===== src/rtl/rr_arb_pkg.sv =====
// Shared constants and helpers for the eight-requester round-robin arbiter.
package rr_arb_pkg;

    localparam int unsigned NUM_REQ = 8;
    localparam int unsigned IDX_W   = 3;

    function automatic logic [NUM_REQ-1:0] idx_to_oh(input logic [IDX_W-1:0] idx);
        logic [NUM_REQ-1:0] oh;
        oh      = '0;
        oh[idx] = 1'b1;
        return oh;
    endfunction

endpackage


===== src/rtl/rr_pick8.sv =====
// Combinational rotating-priority picker: first set bit of req at or after ptr, wrapping.
module rr_pick8
    import rr_arb_pkg::*;
(
    input  logic [NUM_REQ-1:0] req,
    input  logic [IDX_W-1:0]   ptr,
    output logic [NUM_REQ-1:0] gnt_oh,
    output logic [IDX_W-1:0]   gnt_idx,
    output logic               any
);

    logic [2*NUM_REQ-1:0] dbl;
    logic [NUM_REQ-1:0]   rot;
    logic [IDX_W-1:0]     off;

    always_comb begin
        // Rotate so that bit 0 of rot is requester ptr; the lowest set bit is the winner.
        dbl = {req, req} >> ptr;
        rot = dbl[NUM_REQ-1:0];
        any = |req;
        off = '0;
        for (int i = NUM_REQ - 1; i >= 0; i--) begin
            if (rot[i]) begin
                off = IDX_W'(i);
            end
        end
        gnt_idx = ptr + off;
        gnt_oh  = any ? idx_to_oh(gnt_idx) : '0;
    end

endmodule


===== src/rtl/rr_arb_8.sv =====
// Eight-requester round-robin arbiter: combinational one-hot grant, registered priority pointer.
module rr_arb_8
    import rr_arb_pkg::*;
(
    input  logic               clk,
    input  logic               reset,
    input  logic [NUM_REQ-1:0] req,
    input  logic               en,
    output logic [NUM_REQ-1:0] gnt
);

    logic [IDX_W-1:0]   ptr_q;
    logic [IDX_W-1:0]   ptr_d;
    logic [NUM_REQ-1:0] pick_oh;
    logic [IDX_W-1:0]   pick_idx;
    logic               pick_any;
    logic               grant_vld;

    rr_pick8 u_pick (
        .req     (req),
        .ptr     (ptr_q),
        .gnt_oh  (pick_oh),
        .gnt_idx (pick_idx),
        .any     (pick_any)
    );

    always_comb begin
        grant_vld = en & pick_any;
        // Gate with reset so the grant drops the instant reset is asserted.
        gnt       = (grant_vld && reset) ? pick_oh : '0;
        ptr_d     = grant_vld ? pick_idx + IDX_W'(1) : ptr_q;
    end

    always_ff @(posedge clk or negedge reset) begin
        if (!reset) begin
            ptr_q <= '0;
        end else begin
            ptr_q <= ptr_d;
        end
    end

endmodule


===== config.mk =====
export PLATFORM = sky130hd
export DESIGN_NAME = rr_arb_8
export DESIGN_NICKNAME = d
export VERILOG_FILES = /design/src/rtl/rr_arb_pkg.sv /design/src/rtl/rr_pick8.sv /design/src/rtl/rr_arb_8.sv
export SDC_FILE = /design/constraint.sdc
export NUM_CORES = 1
export LEC_CHECK = 0
export CELL_PAD_IN_SITES_DETAIL_PLACEMENT = 0
export CELL_PAD_IN_SITES_GLOBAL_PLACEMENT = 1
export CORE_ASPECT_RATIO = 1.5
export CORE_UTILIZATION = 40
export DETAILED_ROUTE_END_ITERATION = 10
export HOLD_SLACK_MARGIN = 0.12
export PLACE_DENSITY = 0.92
export SYNTH_ARGS = -nofsm -noshare
export SYNTH_HDL_FRONTEND = slang
export SYNTH_HIERARCHICAL = 1
export SYNTH_SLANG_ARGS = --single-unit

===== constraint.sdc =====
create_clock -name clk -period 11.05 [get_ports clk]
set_input_delay 2.21 -clock clk [delete_from_list [all_inputs] [get_ports clk]]
set_output_delay 2.21 -clock clk [all_outputs]
set_load 0.1 [all_outputs]

Word-level counts from Yosys, hierarchy flattened
Index checks and enable logic that the tools add are counted.
- bits in latches: 0
- word-level logic and storage cells: 22
- RAM bits: 0
- register bits after elaboration: 3
- memories kept: 0
- bits in read-only memories: 0
- shift operators: 1
- $add $sub $neg: 2
- magnitude comparators: 2
- bitwise gates (word level): 1
- mux-type cells: 12
- multiply operators: 0
- equality and inequality tests: 0
- reduce and logical (&&, ||, !) cells: 3
- divide/modulo/power cells: 0
- operators by type and width (kind ; count):
    $mux W3 ; 8
    $mux W8 ; 2
    $shr A16 B3 Y8 ; 1
    $reduce_or A8 Y1 ; 1
    $lt A3 B4 Y1 const B ; 1
    $add A3 B1 Y3 const B ; 1
    $add A3 B3 Y3 ; 1
    $demux W1 S3 ; 1
    $ge A3 B1 Y1 const B ; 1
    $logic_and A1 B1 Y1 ; 2
    $and A1 B1 Y1 ; 1
    $mux W1 ; 1

Logic depth before layout (Yosys ltp)
Gate-level depths: netlist of the first run.
- depth in word-level cells: 16
- mapped depth: 16
- mapped depth without buffers: 13

By module
Netlist of the first run, hierarchy kept.
- by module, submodules not included (module ; cells each ; area an instance (um^2) ; sequential area each (um^2) ; instances):
    rr_pick8 ; 114 ; 767.0 ; 0.0 ; 1
    rr_arb_8 ; 19 ; 214.0 ; 75.1 ; 1

Worst setup path before layout of the first run
OpenSTA, ideal clock, no wires.
- path kind: input -> output
- start: in req[4]
- end: out gnt[7]
- stages on the path: 14
- arrival: 5.148 ns
- buffers on the path: 1
- data required time: 8.840 ns
- slack: 3.692 ns
- cell sequence: buf_2 > mux4_2 > and2_1 > a311o_1 > a31o_1 > nor3_1 > a211oi_1 > ha_1 > inv_1 > fa_1 > inv_1 > nand3_1 > and2b_1 > and2_2
- word-level cells in the longest chain between the ends: 16
- elaborated cells between the ends (all ways): 20
- those cells by class: add/sub (1); order compare (2); shift (1); mux (12); bitwise (1); reduce/logical (3)
- ends and longest elaborated chain (item ; line ; text):
    start: declaration ; rr_arb_8.sv:7 ; input logic [NUM_REQ-1:0] req,
    $shr A16 B3 Y8 (*) ; rr_pick8.sv:18 ; dbl = {req, req} >> ptr;
    $mux W3 (7 in series) ; rr_pick8.sv:23 ; if (rot[i]) begin
    $mux W3 (*) ; rr_pick8.sv:23 ;
    $add A3 B3 Y3 (*) ; rr_pick8.sv:27 ; gnt_idx = ptr + off;
    via pick_idx[1] ; rr_arb_8.sv:15 ; logic [IDX_W-1:0] pick_idx;
    $lt A3 B4 Y1 (implied by the code) / $ge A3 B1 Y1 (equally long branches) ; rr_arb_pkg.sv:10 ; oh[idx] = 1'b1;
    $logic_and A1 B1 Y1 (implied by the code) ; rr_arb_pkg.sv:10 ;
    $mux W1 (implied by the code) ; rr_arb_pkg.sv:10 ;
    $demux W1 S3 (*) ; n/a ;
    $mux W8 (*) ; rr_pick8.sv:28 ; gnt_oh = any ? idx_to_oh(gnt_idx) : '0;
    via pick_oh[7] ; rr_arb_8.sv:14 ; logic [NUM_REQ-1:0] pick_oh;
    $mux W8 (*) ; rr_arb_8.sv:30 ; gnt = (grant_vld && reset) ? pick_oh : '0;
    end: declaration ; rr_arb_8.sv:9 ; output logic [NUM_REQ-1:0] gnt
Mark *: on every way through the listed nets, which the timed path passes. The rest lies on a longest branch.

Final worst setup path of the first run
- start: in req[7]
- end: out gnt[7]
Same word-level chain as after synthesis.

==> run_results.csv, run 1 <==
group,metric,value,unit
final_layout,largest_register_ffs,3,
die,fp-row-count,21,
cts,htreeDepth,1,
sta,fin_crit_sh,80.3,%
die,die_w,42.4,um
cts,numCtsBuffers,3,
setup_path,required,8.84,ns
global_routing,track_usage,17.7,%
die,core,2290,um^2
place,place_congestion,0.867,
drt,ant_nets,0,
sta,worst_slew_pin_slew,0.965,ns
cts,clock_path_buffers,2,
yosys,ys_ff_latch,3,
final_layout,top_register,"ptr_q",
place,port_buffers,18,
setup_path,crit_path_max_fanout,11,
yosys,yosys.area.top_type_share,7.65,%
global_routing,first_global_vias,941,
cts,clock_sinks,3,
yosys,yosysWarnings,6,
sta,slew_viol_final,0,
final_layout,num_antenna_cells,0,
cts,cts_root_buf,"clkbuf_4",
yosys,synth.yosys.seq_area_share,7.65,%
yosys,synth_top_cells_by_area,"dfrtp_1 7.7%, and2_2 6.1%, mux2i_1 5.1%, nand2_1 4.2%, nor2_1 4.2%",
global_routing,antenna_found_initial,0,
drt,first_pass_iters,4,
cts,path_clk_slew,0.04,ns
drt,met2_length,1230,um
place,dpl.cell_count,164,
setup_path,critPathCaptureType,"output port",
yosys,syn-cell-area,981,um^2
final_layout,final_layout_size_suffix_gt1_share,14.5,%
cts,clk_latency,0.23,ns
die,die_h,62.7,um
final_layout,reg.largest.list,"ptr_q x3",
cts,post_cts_buffers,0,
global_routing,overflow,0,
drt,drt_iter0_drc,40,
die,dieArea,2660,um^2
sta,fin_crit,8.87,ns
worst_hold_path,holdCritPathClass,"flip-flop to flip-flop",
drt,highest_layer,"met4",
sta,finalSetupTns,0,ns
final_layout,areaGrowthSynthToFinish,18.1,%
place,hpwl,1730,um
cts,holdBufCountCts,0,
sta,rsz0062_at_grt,"false",
die,io_pins,19,
setup_path,cp.arrival,6.66,ns
run_status,outcome,"finished clean",
final_layout,nNetsFinal,160,
final_layout,fillCellCount,231,
setup_path,critPathKind,"input port to output port",
cts,cts_resized,0,
global_routing,grt_max_degree,30,
yosys,synth_common_cells,"11 x nand2_1, 11 x nor2_1, 8 x and2_2",
die,start_util,42.9,%
drt,routed_via_density,6.17,
yosys,yosysTopAreaCell,"dfrtp_1",
drt,vias,1037,
drt,met1_length,906,um
drt,drc,0,
yosys,synth_edf_count,0,
drt,totalWireLength,2310,um
yosys,synthCells,133,
sta,hold_viol,0,
setup_path,start_kind,"input port",
job,drv_cap,0,
final_layout,final_cells,168,
yosys,avgSynthCellArea,7.38,um^2
global_routing,grt_pass1_wl,3860,um
yosys,synth_cell_types,52,
cts,tritoncts,"done",
drt,routedWlPerCell,13.7,um
sta,maxSlewHeadroom,35.5,%
sta,fmax,0.113,GHz
drt,wl_met3,100,um
sta,setup_violations,0,
yosys,synth_fp_nets,147,
sta,skew,0.00143,ns
yosys,async_flop_share,100,%
yosys,ys.flop_type,"dfrtp_1",
-- layout by cell type (no fill, tap or decap), types with 2 or more instances in the layout --
cell type	count
ha_1	2
mux2i_1	5
clkdlybuf4s50_1	18
mux2_4	2
o21ai_1	2
inv_1	6
dfrtp_1	3
nor2_1	11
and2b_1	5
and3_1	2
and2_2	8
o21ai_0	6
a211oi_1	4
nor3b_1	2
a21oi_1	6
a31oi_1	4
nand3_1	6
clkbuf_4	3
a311o_1	2
o211a_1	2
nand2_1	11
nand2b_1	3
nor3_1	4
-- final timing paths --
kind,end,from,slack (ns),cells past startpoint
worst max register to register,ptr_q[2],ptr_q[0],7.11,13
max in group asynchronous,ptr_q[1],reset,8.74,1
worst min-delay path,ptr_q[1],ptr_q[1],0.93,1
min in group asynchronous,ptr_q[0],reset,2.16,1
worst min register to register,ptr_q[1],ptr_q[1],0.93,1
worst max-delay path,gnt[7],req[7],2.18,15
-- cell type report --
| type | count | area [um^2] | share of cell area (%) |
|---|---|---|---|
| Inverter | 7 | 26.3 | 2.27 |
| Sequential cell | 3 | 75.1 | 6.48 |
| Timing Repair Buffer | 18 | 180 | 15.6 |
| Clock buffer | 4 | 26.3 | 2.27 |
| Multi-Input combinational cell | 113 | 822 | 71.0 |
| Tap cell | 23 | 28.8 | 2.48 |
-- per-stage QoR --
step	setup slack (ns)	utilization, %	hold WS [ns]	area (um^2)
after floorplan	3.69	-	0.479	981
after global placement	2.23	49.5	0.928	1130
after detailed placement	2.20	49.5	0.923	1130
after CTS	2.20	50.7	0.941	1160
after global routing	1.99	50.7	1.00	1160
final	2.18	50.7	0.932	1160
-- routing by layer --
metal,track usage (%),vias up
met5,0,-
met4,8.20,0
met3,0.289,8
met2,34.6,39
met1,18.6,474
li1,-,516
-- worst max-delay path: stages --
cell	delay, ns
clkdlybuf4s50_1	0.59
mux4_2	0.58
and2_1	0.18
a311o_1	0.31
a31o_1	0.21
nor3_1	0.14
a211oi_1	0.10
ha_1	0.20
inv_1	0.06
fa_1	0.44
inv_1	0.11
nand3_1	0.09
and2b_1	0.19
and2_2	0.12
clkdlybuf4s50_1	1.12
-- cells by family (layout without fill, tap and decap cells) --
| group | after synthesis | after routing | share of synthesized area (%) |
|---|---|---|---|
| fa+ha+maj | 3 | 3 | 4.59 |
| mux | 9 | 9 | 13.1 |
| flops | 3 | 3 | 7.65 |
| compound gates | 39 | 39 | 29.1 |
| simple gates | 60 | 60 | 34.4 |
| xor+xnor | 2 | 2 | 2.55 |
| buf+inv | 17 | 29 | 8.54 |
Power of run 1 is left out: the tool's default activity adds up to more than one toggle a clock period on the data nets, which glitch-free logic cannot reach.
==> run 2: changes to the inputs <==
CORE_UTILIZATION = 37   (was 40)
PLACE_DENSITY = 0.86   (was 0.92)
clock period = 9.3 ns   (was 11.05 ns; I/O delays follow)
==> run 2 against run 1 <==
Compared with the run above:
- critical path type unchanged
- global-route usage grew 0.55 points
- the flow now finishes with violations (DRC)
- non-clock buffer count is the same
- sequential share of layout area about the same
- first-iteration DRC count fell by 18%
- largest cell class unchanged
- critical endpoint is now gnt[3]
==> run_results.csv, run 2 (synthesis results as in run 1) <==
group,metric,value,unit
global_routing,grt_pass1_wl,4100,um
job,drv_cap,0,
sta,finalSetupTns,0,ns
die,core,2480,um^2
setup_path,rr_endpoint,"ptr_q[2]",
drt,drt_iter0_drc,33,
final_layout,top_register,"ptr_q",
sta,skew,0.00254,ns
global_routing,antenna_found_initial,0,
setup_path,critPathKind,"input port to output port",
global_routing,globalRouteMet1Util,20.9,%
sta,rsz0062_at_grt,"false",
final_layout,nNetsFinal,160,
worst_hold_path,hp-start,"ptr_q[0]",
cts,htreeDepth,1,
place,place_congestion,0.780,
drt,routedWlPerCell,14.7,um
die,die_w,44.0,um
setup_path,worstSetupStartpoint,"req[3]",
cts,clk_latency,0.23,ns
cts,post_cts_buffers,0,
cts,cts_resized,0,
setup_path,worst_path_max_delay_cell,"clkdlybuf4s50_1",
setup_path,cp.arrival,6.22,ns
run_status,outcome,"complete, but fails checks",
worst_hold_path,whs_path_depth,2,
setup_path,crit_path_max_fanout,11,
cts,path_clk_slew,0.04,ns
sta,fin_crit_sh,86.8,%
final_layout,reg.largest.list,"ptr_q x3",
die,io_pins,19,
setup_path,path_buf_inv,4,
global_routing,grt_max_degree,30,
final_layout,fillCellCount,268,
drt,drc,4,
drt,ant_nets,0,
sta,setup_violations,0,
cts,cts_root_buf,"clkbuf_4",
die,fp-row-count,22,
cts,tritoncts,"done",
cts,numCtsBuffers,3,
drt,vias,1027,
sta,fin_crit,8.08,ns
final_layout,areaGrowthSynthToFinish,17.7,%
sta,maxSlewHeadroom,35.4,%
final_layout,layout_commonest_cell,"clkdlybuf4s50_1",
drt,totalWireLength,2480,um
sta,hold_viol,0,
final_layout,final_layout_size_suffix_gt1_share,15.9,%
run_status,violations,"DRC",
setup_path,cp_top_family,"buffers and inverters",
die,die_h,65.1,um
setup_path,rr_startpoint,"ptr_q[0]",
sta,slew_viol_final,0,
worst_hold_path,hold-path-endpoint,"ptr_q[0]",
place,hpwl,1870,um
global_routing,first_global_vias,915,
cts,clock_path_buffers,2,
cts,clock_sinks,3,
global_routing,overflow,0,
die,start_util,39.6,%
drt,routed_via_density,6.08,
setup_path,ff2ff_path_depth,13,
setup_path,reg2reg_slack,5.40,ns
global_routing,use_met2,34.4,%
worst_hold_path,holdCritPathClass,"flip-flop to flip-flop",
setup_path,critPathCaptureType,"output port",
setup_path,slowest_delay,1.12,ns
setup_path,required,7.44,ns
cts,holdBufCountCts,0,
die,dieArea,2870,um^2
global_routing,top_usage_layer,"met2",
global_routing,track_usage,18.3,%
final_layout,num_antenna_cells,0,
drt,first_pass_iters,7,
final_layout,largest_register_ffs,3,
sta,fmax,0.124,GHz
place,port_buffers,18,
setup_path,crit_path_cell_trace,"clkdlybuf4s50_1, mux4_2, and2_1, a311o_1, a31o_1, o211ai_1, a211oi_1, ha_1, inv_1, fa_1, inv_1, nand3_1, nor2_1, and2_2, clkdlybuf4s50_1",
setup_path,start_kind,"input port",
final_layout,most-common-layout-cells,"16 x clkdlybuf4s50_1, 11 x nand2_1, 11 x nor2_1",
sta,worst_slew_pin_slew,0.965,ns
global_routing,grt_util_met3,0.557,%
[run 2: cell count changes in the layout (fill, tap and decap cells not counted), sizes merged]
| cell | before | now |
|---|---|---|
| buf | 0 | 2 |
| clkdlybuf4s50 | 18 | 16 |
[run 2: worst reg2reg max path, stage by stage (launching register included)]
cell and delay, ns:
dfrtp_1 0.88, mux4_2 0.65, and2_1 0.18, a311o_1 0.31
a31o_1 0.21, o211ai_1 0.11, a211oi_1 0.11, ha_1 0.20
inv_1 0.07, fa_1 0.45, inv_1 0.12, ha_1 0.16
xor2_1 0.07, mux2_4 0.28
[run 2: stage by stage]
| step | std cells | worst slack [ns] | hold slack, ns | util [%] | instance area, um^2 |
|---|---|---|---|---|---|
| 2_1_floorplan | 133 | 2.64 | 0.479 | - | 981 |
| 3_3_place_gp | 165 | 1.32 | 0.917 | 45.6 | 1130 |
| 3_5_place_dp | 165 | 1.26 | 0.932 | 45.6 | 1130 |
| 4_1_cts | 169 | 1.25 | 0.948 | 46.6 | 1150 |
| 5_1_grt | 169 | 1.03 | 1.01 | 46.6 | 1150 |
| 6_report | 169 | 1.22 | 0.945 | 46.6 | 1150 |
[run 2: final cells by class]
class	count	area, um^2	area share (%)
Multi-Input combinational cell	113	822	71.2
Timing Repair Buffer	18	175	15.2
Sequential cell	3	75.1	6.50
Tap cell	24	30.0	2.60
Clock buffer	4	26.3	2.28
Inverter	7	26.3	2.28
[run 2: how the worst max path moves through the flow]
stage / to / cells past startpoint
after floorplan: gnt[7] / 14
after global placement: gnt[3] / 15
after detailed placement: gnt[3] / 15
after CTS: gnt[3] / 15
after global routing: gnt[2] / 15
final: gnt[3] / 15
[run 2: per-layer routing]
metal / part of all wire [%] / wire length [um] / up-vias
li1: - / - / 513
met1: 42 / 1030 / 482
met2: 54 / 1340 / 30
met3: 3.4 / 85 / 2
met4: 1.1 / 28 / 0
met5: 0 / 0 / -
Power of run 2 is left out for the same reason.
